[src/rtl/iob_wishbone_slice.sv]
// Registered Wishbone pipeline stage with a bus-timeout watchdog.
// Define IOB_WB_SLICE_TIMEOUT_EN to build the timeout counter; otherwise REQ waits forever.
module iob_wishbone_slice #(
   parameter int unsigned ADDR_W         = 32,
   parameter int unsigned DATA_W         = 32,
   parameter int unsigned TIMEOUT_CYCLES = 255
) (
   input  logic                clk_i,
   input  logic                arst_i,
   input  logic [ADDR_W-1:0]   s_addr_i,
   input  logic [DATA_W/8-1:0] s_select_i,
   input  logic                s_we_i,
   input  logic                s_cyc_i,
   input  logic                s_stb_i,
   input  logic [DATA_W-1:0]   s_data_i,
   output logic                s_ack_o,
   output logic                s_error_o,
   output logic [DATA_W-1:0]   s_data_o,
   output logic [ADDR_W-1:0]   m_addr_o,
   output logic [DATA_W/8-1:0] m_select_o,
   output logic                m_we_o,
   output logic                m_cyc_o,
   output logic                m_stb_o,
   output logic [DATA_W-1:0]   m_data_o,
   input  logic                m_ack_i,
   input  logic                m_error_i,
   input  logic [DATA_W-1:0]   m_data_i,
   output logic                timeout_o
);

   typedef enum logic [1:0] {StIdle, StReq, StResp} state_e;

   state_e              state_q, state_d;
   logic [ADDR_W-1:0]   addr_q, addr_d;
   logic [DATA_W/8-1:0] sel_q, sel_d;
   logic                we_q, we_d;
   logic [DATA_W-1:0]   wdata_q, wdata_d;
   logic [DATA_W-1:0]   rdata_q, rdata_d;
   logic                req_q, req_d;  // drives both m_cyc_o and m_stb_o
   logic                ack_q, ack_d;
   logic                err_q, err_d;
   logic                timeout_hit;

`ifdef IOB_WB_SLICE_TIMEOUT_EN
   localparam int unsigned CNT_W = $clog2(TIMEOUT_CYCLES + 1);

   logic [CNT_W-1:0] cnt_q, cnt_d;
   logic             tmo_q, tmo_d;

   assign timeout_hit = (cnt_q == CNT_W'(TIMEOUT_CYCLES - 1));

   always_comb begin
      cnt_d = cnt_q;
      tmo_d = 1'b0;
      if (state_q == StIdle) begin
         cnt_d = '0;
      end else if (state_q == StReq) begin
         if (cnt_q != '1) cnt_d = cnt_q + CNT_W'(1);
         tmo_d = ~m_error_i & ~m_ack_i & timeout_hit;
      end
   end

   always_ff @(posedge clk_i or negedge arst_i) begin
      if (!arst_i) begin
         cnt_q <= '0;
         tmo_q <= 1'b0;
      end else begin
         cnt_q <= cnt_d;
         tmo_q <= tmo_d;
      end
   end

   assign timeout_o = tmo_q;
`else
   assign timeout_hit = 1'b0;
   assign timeout_o   = 1'b0;
`endif

   always_ff @(posedge clk_i or negedge arst_i) begin
      if (!arst_i) begin
         state_q <= StIdle;
         addr_q  <= '0;
         sel_q   <= '0;
         we_q    <= 1'b0;
         wdata_q <= '0;
         rdata_q <= '0;
         req_q   <= 1'b0;
         ack_q   <= 1'b0;
         err_q   <= 1'b0;
      end else begin
         state_q <= state_d;
         addr_q  <= addr_d;
         sel_q   <= sel_d;
         we_q    <= we_d;
         wdata_q <= wdata_d;
         rdata_q <= rdata_d;
         req_q   <= req_d;
         ack_q   <= ack_d;
         err_q   <= err_d;
      end
   end

   always_comb begin
      state_d = state_q;
      unique case (state_q)
         StIdle: if (s_cyc_i && s_stb_i) state_d = StReq;
         StReq: begin
            if (m_error_i || m_ack_i || timeout_hit) state_d = StResp;
            else if (!s_cyc_i)                       state_d = StIdle;
         end
         StResp:  state_d = StIdle;
         default: state_d = StIdle;
      endcase
   end

   // Error outranks ack, ack outranks timeout; read data is only taken on a clean ack.
   always_comb begin
      addr_d  = addr_q;
      sel_d   = sel_q;
      we_d    = we_q;
      wdata_d = wdata_q;
      rdata_d = rdata_q;
      ack_d   = 1'b0;
      err_d   = 1'b0;
      req_d   = (state_d == StReq);
      if (state_q == StIdle && s_cyc_i && s_stb_i) begin
         addr_d  = s_addr_i;
         sel_d   = s_select_i;
         we_d    = s_we_i;
         wdata_d = s_data_i;
      end
      if (state_q == StReq) begin
         err_d = m_error_i | (~m_ack_i & timeout_hit);
         ack_d = ~m_error_i & m_ack_i;
         if (~m_error_i & m_ack_i) rdata_d = m_data_i;
      end
   end

   assign s_ack_o    = ack_q;
   assign s_error_o  = err_q;
   assign s_data_o   = rdata_q;
   assign m_addr_o   = addr_q;
   assign m_select_o = sel_q;
   assign m_we_o     = we_q;
   assign m_cyc_o    = req_q;
   assign m_stb_o    = req_q;
   assign m_data_o   = wdata_q;

endmodule
[config.mk]
export PLATFORM = sky130hd
export DESIGN_NAME = iob_wishbone_slice
export DESIGN_NICKNAME = d
export VERILOG_FILES = /design/src/rtl/iob_wishbone_slice.sv
export SDC_FILE = /design/constraint.sdc
export NUM_CORES = 1
export LEC_CHECK = 0
export BUFFER_PORTS_ARGS = -buffer_cell sky130_fd_sc_hd__buf_2
export CAP_MARGIN = 20
export CELL_PAD_IN_SITES_DETAIL_PLACEMENT = 1
export CELL_PAD_IN_SITES_GLOBAL_PLACEMENT = 1
export CORE_MARGIN = 1
export CORE_UTILIZATION = 31
export DETAILED_ROUTE_END_ITERATION = 16
export GPL_ROUTABILITY_DRIVEN = 0
export PLACE_DENSITY_LB_ADDON = 0.1
export SLEW_MARGIN = 20
export SYNTH_ARGS = -nofsm -noshare
export SYNTH_HDL_FRONTEND = slang
export SYNTH_SLANG_ARGS = --single-unit
export TNS_END_PERCENT = 1
[constraint.sdc]
create_clock -name clk_i -period 1.55 [get_ports clk_i]
set_input_delay 0.155 -clock clk_i [delete_from_list [all_inputs] [get_ports clk_i]]
set_output_delay 0.155 -clock clk_i [all_outputs]
set_load 0.1 [all_outputs]
-- Word-level counts from Yosys, hierarchy flattened
Cells that the tools add are included.
- input bits: 107
- word-level logic and storage cells: 25
- output and inout bits: 106
- flip-flop bits (word level): 106
- mux-type cells: 6
- bitwise logic cells: 2
- equality and inequality tests: 2
- reductions and logical operators: 6
- operators by type and width (cell ; number):
    2-to-1 mux 2 bit ; 3
    equality test 2 x 1 -> 1 bit (second input constant) ; 2
    case mux 2 bit (2 select lines) ; 1
    logical AND 1 bit ; 3
    zero test 2 bit ; 1
    2-to-1 mux 1 bit ; 2
    AND reduction 2 bit ; 1
    bitwise AND 1 bit ; 1
    logical OR 1 bit ; 1
    NOT 1 bit ; 1

-- Longest topological paths before layout
Gate-level depths: netlist (run 1).
- depth in word-level cells: 4
- depth in mapped cells: 5
- mapped depth without buffers: 2

-- Worst setup path after synthesis (run 1)
OpenSTA, ideal clock, no wires.
- path type: register -> register
- from: register state_q[0]
- to: register addr_q[10] (netlist: m_addr_o[10])
- stages on the path, launching flop included: 6
- arrival time: 1.394 ns
- library setup time: 0.128 ns
- clock period less this slack: 1.522 ns
- path slack: 0.028 ns
- path buffers: 3
- cell sequence: dfrtp_1 nor4bb_1 buf_2 buf_6 buf_6 mux2_1
- longest elaborated chain between the ends: 3
- RTL lines (element ; line ; RTL):
    start: declaration ; 33 ; state_e state_q, state_d;
    start signal: assignment ; 81 ; state_q <= StIdle;
    start signal: assignment ; 91 ; state_q <= state_d;
    zero test 2 bit ; 126 ; if (state_q == StIdle && s_cyc_i && s_stb_i) begin
    logical AND 1 bit (2 in series) ; 126 ;
    end signal: assignment ; 92 ; addr_q <= addr_d;
    end: declaration ; 34 ; logic [ADDR_W-1:0] addr_q, addr_d;
No other way between the ends.
A chain may end at the register's enable or synchronous reset.

-- Worst setup path in the final report (run 1)
- from: register state_q[1]
- to: register we_q (netlist: m_we_o)
- longest elaborated chain between the ends: 3
- RTL lines (element ; line ; RTL):
    zero test 2 bit ; 126 ;
    logical AND 1 bit (2 in series) ; 126 ;
    end signal: assignment ; 94 ; we_q <= we_d;
    end: declaration ; 36 ; logic we_q, we_d;
No other way between the ends.

==> results.cfg, run 1 <==
[die]
die_y_um = 115.1
rows = 40
initial_core_util_pct = 32.36
die-width_um = 115.1
core_um2 = 12260
die-area_um2 = 13250
ioPinCount = 213

[clock_tree]
clockBufferDepth = 2
cts_inserted_buffers = 9
cts_tree = done
cts.clk_slew.worst_paths_ns = 0.07
cts_root_buf = clkbuf_16
htreeDepth = 3
postCtsSetupBuffers = 0
clock-sinks = 106
worst_skew_pair.late_latency_ns = 0.35

[global_routing]
met1_usage_pct = 16.46
gr-usage-met2_pct = 25.98
grt_pass1_wl_mm = 14.82
grt_pass1_vias = 2857
grt_antenna_before_repair = 1
busiest_layer = met2
gr-usage-all-layers_pct = 15.29
overflow = 0
grt_max_degree = 43
met3_usage_pct = 7.116

[route]
firstDrtPassIters = 4
ant_nets = 0
wl_per_cell_um = 15.43
finalWirelength_mm = 9.657
drcViolationCount = 0
vias_per_cell = 4.364
initialDrtViolationCount = 85
vias = 2732

[finish]
nets = 559
layout_commonest_cell = buf_2
finish.instance_area_um2 = 5670
final_cell_mix = buf_2, dfrtp_1, mux2_2
area_delta_synth_final_pct = 42.92
drive_gt1_share_pct = 72.65

[pwr]
vdd_drop_max_v = 0.001030
power_uw = 12810
powerDensity_nw_per_um2 = 2259
p_leak_uw = 0.002824

[place]
io_buffers = 211
hpwl_mm = 7.290
place_area_um2 = 5296

[sta]
setup_slack_ns = -0.02428
period_share_pct = 101.6
hold_violations = 0
fmax_mhz = 635.2
rsz0062_at_grt = yes
period_minus_slack_ns = 1.574
fin_worst_skew_ns = 0.008061
setup_viol = 36
finalMaxSlewViolations = 0

[min_path]
worst_hold_startpoint = s_addr_i[7]
min_path_type = input pin to register
hold_end = m_addr_o[7]
min_path_cells = 2

[critical_path]
crit_chain = nor4bb_4 -> buf_4 -> mux2_2
r2r-start = state_q[1]
r2r_cells = 3
r2r_end = m_we_o
crit_required_ns = 1.78
ff2ff_setup_slack_ns = -0.02
path_delay_family = flip-flops
arrival_ns = 1.81
cp_max_fo = 22
crit_buf_inv = 1
start_kind = register
critical_path_class = register to register
crit_slowest_cell = dfrtp_1
cp_slowest_stage_delay_ns = 0.43
cp-end-kind = register

[status]
violations = negative setup slack
run_status = finished with violations

[logic_synthesis]
synth_top_area_cell = dfrtp_1
ys_seq_elements = 106
netlist_instances = 232
synthTopCellsByArea = dfrtp_1, mux2_2, mux2_1
yosysWarnings = 0
synth_seq_area_share_pct = 66.86
yosysTopAreaCellShare_pct = 66.86
synth_cell_types = 15
syn_area_per_cell_um2 = 17.10
syn-cell-area_um2 = 3968
syn_nets = 339

[job]
max_cap_violations = 0
-- cell type report --
type,instances,area (µm²)
fillers,1321,6591
flip-flops and latches,106,2653
multi-input cells,112,1286
repair buffers,223,1214
clock buffers,11,252.7
well taps,168,210.2
clock inverters,5,52.55
diodes,1,2.502
-- repair_timing --
item,4_1_cts,5_1_grt
pin swaps,0,0
resized for setup,1,14
hold buffers,1,0
endpoints found under the hold margin,106,0
endpoints found under the setup margin,69,92
-- power breakdown --
group          switching [µW]  internal (µW)
clock network             987           1330
registers                 310           3430
logic                    5620           1130
total                    6920           5890
-- layer usage --
layer	vias up	part of all wire, %
met1	1347	38
met4	2	1.1
met2	113	52
met5	-	0.13
li1	1262	-
met3	8	9.1
-- how the worst max path moves through the flow --
stage	endpoint	from	depth (start not counted)	slack, ns
after floorplan	m_addr_o[10]	state_q[0]	5	0.03
after global placement	m_data_o[22]	state_q[0]	3	-0.0004
after detailed placement	m_data_o[21]	state_q[1]	3	-0.05
after CTS	m_we_o	state_q[1]	3	-0.06
after global routing	m_data_o[5]	state_q[0]	3	-0.11
final	m_we_o	state_q[1]	3	-0.02
-- synth_stat cells --
cell type and number:
nor4bb_1 1, nor2_1 1, and3b_1 1, or3b_2 1
buf_4 7, nor3b_1 1, dfrtp_1 106, and4bb_1 1
mux2_2 91, buf_6 2, a21oi_1 2, conb_1 1
nand2b_1 2, mux2_1 10, buf_2 5
-- state kept, by name (all words and copies together) (netlist names) --
register	flops
s_error_o	1
m_cyc_o	1
m_addr_o	32
m_select_o	4
s_ack_o	1
s_data_o	32
m_data_o	32
m_we_o	1
state_q	2
-- cell families after synthesis --
kind of cell,synth area share [%]
and+or+nand+nor,1.608
other,0.09452
muxes,28.67
AOI/OAI and AO/OA,0.2523
buffers and inverters,2.523
DFF,66.86
-- stage by stage --
stage	hold WS (ns)	TNS (ns)	utilization, %	setup WS, ns	std cells
after floorplan	-0.1406	0	-	0.02754	232
after global placement	0.03225	-0.0003944	43.19	-0.0003944	608
after detailed placement	0.03289	-1.188	43.19	-0.05157	608
after CTS	0.001411	-1.783	45.80	-0.05919	625
after global routing	0.003550	-5.744	46.22	-0.1071	625
final	0.01571	-0.4262	46.24	-0.02428	626
Note: power is estimated with default switching activity, not from simulation.
==> run 2, diff against run 1 <==
Settings changed: MAX_ROUTING_LAYER set to met4.
==> run 2 against run 1 <==
Against the previous run: the flow still finishes with violations (negative setup slack); maximum frequency up 0.11%; sequential power barely moved; clock-buffer cell count unchanged; core utilization is the same.
==> results.cfg, run 2 (same netlist as run 1, synthesis figures left out) <==
[status]
run_status = finished with violations
violations = negative setup slack

[sta]
rsz0062_at_grt = yes
period_minus_slack_ns = 1.573
finalMaxSlewViolations = 0
fin_worst_skew_ns = 0.005962
setup_slack_ns = -0.02258
hold_violations = 0
setup_tns_ns = -0.3377
fmax_mhz = 635.9
setup_viol = 35
period_share_pct = 101.5
fin_worst_hold_slack_ns = 0.01798

[pwr]
p_leak_uw = 0.002824
vdd_drop_max_v = 0.001031
powerDensity_nw_per_um2 = 2259

[die]
initial_core_util_pct = 32.36
die_y_um = 115.1
die-area_um2 = 13250
core_um2 = 12260
rows = 40
die-width_um = 115.1
ioPinCount = 213

[job]
max_cap_violations = 0

[critical_path]
r2r-start = state_q[1]
ff2ff_setup_slack_ns = -0.02
cp-end-kind = register
r2r_cells = 3
cp_max_fo = 22
start_kind = register
critical_path_class = register to register
crit_required_ns = 1.78
r2r_end = m_we_o
arrival_ns = 1.81

[clock_tree]
cts_root_buf = clkbuf_16
worst_skew_pair.late_latency_ns = 0.35
clockBufferDepth = 2
cts_inserted_buffers = 9
cts.clk_slew.worst_paths_ns = 0.07
htreeDepth = 3
clock-sinks = 106
cts_tree = done

[global_routing]
grt_pass1_wl_mm = 14.81
overflow = 0
gr-usage-all-layers_pct = 15.74
grt_pass1_vias = 2853
grt_max_degree = 43
grt_antenna_before_repair = 1

[place]
place_area_um2 = 5296
hpwl_mm = 7.290
dp_cells = 608
io_buffers = 211

[finish]
layout_commonest_cell = buf_2
area_delta_synth_final_pct = 42.92
final_cells = 626
nets = 559
final_cell_mix = buf_2, dfrtp_1, mux2_2
drive_gt1_share_pct = 72.65
final_util_pct = 46.24
finish.instance_area_um2 = 5670

[route]
firstDrtPassIters = 4
wl_met3_um = 800
wl_per_cell_um = 15.45
vias_per_cell = 4.366
wl_met1_mm = 3.721
initialDrtViolationCount = 85
finalWirelength_mm = 9.669
drcViolationCount = 0
routed.top_layer = met4
vias = 2733
wl_met2_mm = 5.009
ant_nets = 0

[min_path]
min_path_type = input pin to register
hold_end = m_addr_o[7]
worst_hold_startpoint = s_addr_i[7]
min_path_cells = 2
## run 2: cell counts in the layout (fill, tap and decap cells not counted)
Identical to the previous run, type by type.
## run 2: what timing repair did
action / CTS / global route
setup endpoints to repair: 69 / 91
resized for setup: 1 / 14
endpoints found under the hold margin: 106 / 0
buffers inserted: 0 / 0
hold buffers: 1 / 0
## run 2: worst max path at each step
| stage | startpoint | endpoint | slack, ns |
|---|---|---|---|
| 2_1_floorplan | state_q[0] | m_addr_o[10] | 0.03 |
| 3_3_place_gp | state_q[0] | m_data_o[22] | -0.0004 |
| 3_5_place_dp | state_q[1] | m_data_o[21] | -0.05 |
| 4_1_cts | state_q[1] | m_we_o | -0.06 |
| 5_1_grt | state_q[0] | m_data_o[5] | -0.11 |
| 6_report | state_q[1] | m_we_o | -0.02 |
## run 2: per-layer routing
metal / global-route usage, % / up-vias
met5: - / -
met4: 5.974 / 0
met3: 6.378 / 7
met2: 25.98 / 113
met1: 16.94 / 1349
li1: - / 1264
## run 2: critical path, cell delays in order, from the launching register on
cell,delay [ns]
dfrtp_1,0.43
nor4bb_4,0.30
buf_4,0.35
mux2_2,0.38
## run 2: report_power, final
group | switching [µW] | internal (µW) | total (µW)
Combinational | 5620 | 1130 | 6750
Clock | 989 | 1330 | 2320
Sequential | 310 | 3430 | 3740
Total | 6920 | 5890 | 12800
## run 2: per-stage QoR
| step | setup WS, ns | power, µW |
|---|---|---|
| after global placement | -0.0003944 | 10440 |
| final | -0.02258 | 12810 |
| after floorplan | 0.02754 | 9373 |
| after detailed placement | -0.05157 | 10530 |
| after global routing | -0.1074 | 13290 |
| after CTS | -0.05919 | 12920 |
## run 2: area by class of cell
class	count	area, µm²
Clock inverter	5	52.55
Multi-Input combinational cell	112	1286
Sequential cell	106	2653
Tap cell	168	210.2
Timing Repair Buffer	223	1214
Antenna cell	1	2.502
Clock buffer	11	252.7
Fill cell	1323	6591
==> run 3, diff against run 2 <==
Settings changed: ABC_AREA set to 1, CORE_UTILIZATION 31 to 29.
==> run 3 against run 2 <==
Against the previous run: the flow now finishes without violations; sequential power fell by 1%; sequential cell count unchanged; final area up 1.5%; setup slack improved by 0.25 ns; first-iteration DRC count grew 130%; die area rose by 13%; final cell count is 35% higher; clock skew decreased by 0.00099 ns; hold slack improved by 0.020 ns; critical path depth fell by 2; global-route usage rose by 2.3 points.
==> results.cfg, run 3 <==
[status]
run_status = complete, no violations

[pwr]
combPwrFrac_pct = 50.7
power_uw = 12260
p_clk_share_pct = 19.1
powerDensity_nw_per_um2 = 2130
p_leak_uw = 0.003375
intPower_uw = 5506
vdd_drop_max_v = 0.0008112
sw_frac_of_total_pct = 55.11
p_switching_uw = 6759
p_seq_share_pct = 30.1

[logic_synthesis]
yosysTopAreaCellShare_pct = 63.02
async_reset_ff_share_pct = 100.0
yosys_most_used_dff = dfrtp_1
synth_edf_count = 0
synthTopCellsByArea = dfrtp_1, nand2_1, nand3_1
synth_common_cells = nand2_1, dfrtp_1, nand3_1
yosysMostFrequentCell = nand2_1
netlist_instances = 460
synth_top_area_cell = dfrtp_1
ys_seq_elements = 106
syn_area_per_cell_um2 = 9.150
yosysWarnings = 0
syn-cell-area_um2 = 4209
synth_cell_types = 15
syn_nets = 567
synth_seq_area_share_pct = 63.02

[critical_path]
path_delay_family = buffers and inverters
crit_buf_inv = 1
arrival_ns = 1.17
crit_chain = buf_2
cp_max_fo = 2
cp_slowest_stage_delay_ns = 0.44
critical_path_class = register to primary output
cp-end-kind = primary output
crit_slowest_cell = buf_2
crit_required_ns = 1.39
start_kind = register

[global_routing]
gr-usage-all-layers_pct = 18.03
grt_pass1_wl_mm = 20.27
overflow = 0
grt_pass1_vias = 3906
grt_antenna_before_repair = 0
grt_max_degree = 68

[sta]
period_share_pct = 85.33
period_minus_slack_ns = 1.323
fin_worst_skew_ns = 0.004969
setup_tns_ns = 0
fmax_mhz = 756.1
rsz0062_at_grt = no
finalMaxSlewViolations = 0
hold_violations = 0
setup_viol = 0

[route]
vias = 3876
initialDrtViolationCount = 193
vias_per_cell = 4.571
wl_per_cell_um = 15.10
finalWirelength_mm = 12.80
drcViolationCount = 0
firstDrtPassIters = 4
ant_nets = 0

[clock_tree]
cts_tree = done
clockBufferDepth = 2
worst_skew_pair.late_latency_ns = 0.34
htreeDepth = 3
clock-sinks = 106
cts_inserted_buffers = 9
cts_root_buf = clkbuf_16
cts.clk_slew.worst_paths_ns = 0.07

[die]
ioPinCount = 213
core_um2 = 14040
die-area_um2 = 15000
die_y_um = 122.5
rows = 43
initial_core_util_pct = 29.97
die-width_um = 122.5

[finish]
diodes = 0
final_util_pct = 41.00
fillCellCount = 1725
drive_gt1_share_pct = 36.53
area_delta_synth_final_pct = 36.77
nets = 770
layout_commonest_cell = buf_2
final_cell_mix = buf_2, nand2_1, dfrtp_1

[job]
max_cap_violations = 0

[min_path]
min_path_type = input pin to register

[place]
hpwl_mm = 9.097
io_buffers = 211
[run 3: changes by cell type in the layout (fill, tap and decap cells not counted), moves of 5 or more]
cell     change
inv_1        +5
mux2_1       -9
mux2_2      -77
mux2_4      -15
nand2_1    +205
nand3_1    +102
[run 3: kinds of logic after synthesis]
family | Yosys count | share of synthesized area [%]
buf+inv | 38 | 5.113
flops | 106 | 63.02
simple gates | 315 | 31.78
other cells | 1 | 0.08909
[run 3: power by group through the flow]
stage          combinational (µW)  sequential, µW  clock [µW]
5_1_grt                      6470            3770        2550
6_report                     6220            3690        2350
3_5_place_dp                 6270            3750           0
4_1_cts                      6270            3700        2440
3_3_place_gp                 6210            3710           0
2_1_floorplan                 684            8160           0
[run 3: final timing paths]
kind / from / to / slack [ns] / depth (start not counted)
setup / recovery: m_data_o[30] / m_data_o[30] / 0.23 / 1
hold / removal: s_addr_i[25] / m_addr_o[25] / 0.04 / 3
setup reg to reg: state_q[0] / s_data_o[18] / 0.28 / 5
hold reg to reg: s_data_o[19] / s_data_o[19] / 0.47 / 2
max in group asynchronous: arst_i / m_data_o[10] / 0.84 / 3
min in group asynchronous: arst_i / s_data_o[17] / 0.33 / 3
[run 3: per-layer routing]
| metal | share of wire, % | up-vias | global-route usage [%] |
|---|---|---|---|
| met2 | 48 | 133 | 27.60 |
| met3 | 5.4 | 14 | 3.020 |
| met5 | 0 | - | - |
| met1 | 45 | 1869 | 23.97 |
| met4 | 1.6 | 0 | 6.555 |
| li1 | - | 1860 | - |
[run 3: cell type report]
class | instances | area, µm² | share of cell area (%)
flip-flops and latches | 106 | 2653 | 46.08
multi-input cells | 316 | 1341 | 23.30
repair buffers | 224 | 1209 | 21.00
clock buffers | 12 | 256.5 | 4.456
well taps | 180 | 225.2 | 3.912
clock inverters | 4 | 50.05 | 0.8694
inverters | 6 | 22.52 | 0.3912
[run 3: metrics by stage]
step	setup WS, ns	instances	cell area, µm²	hold WS [ns]
6_report	0.2273	848	5757	0.03803
5_1_grt	0.1367	848	5757	0.04230
4_1_cts	0.2148	848	5757	0.02701
3_5_place_dp	0.2828	831	5440	0.1573
3_3_place_gp	0.3329	831	5440	0.1578
2_1_floorplan	0.07103	460	4209	-0.1406
[run 3: what timing repair did]
action                    CTS  global route
setup buffers               0             0
gates resized for setup     0             0
hold endpoints to repair  106             0
hold buffers                1             0
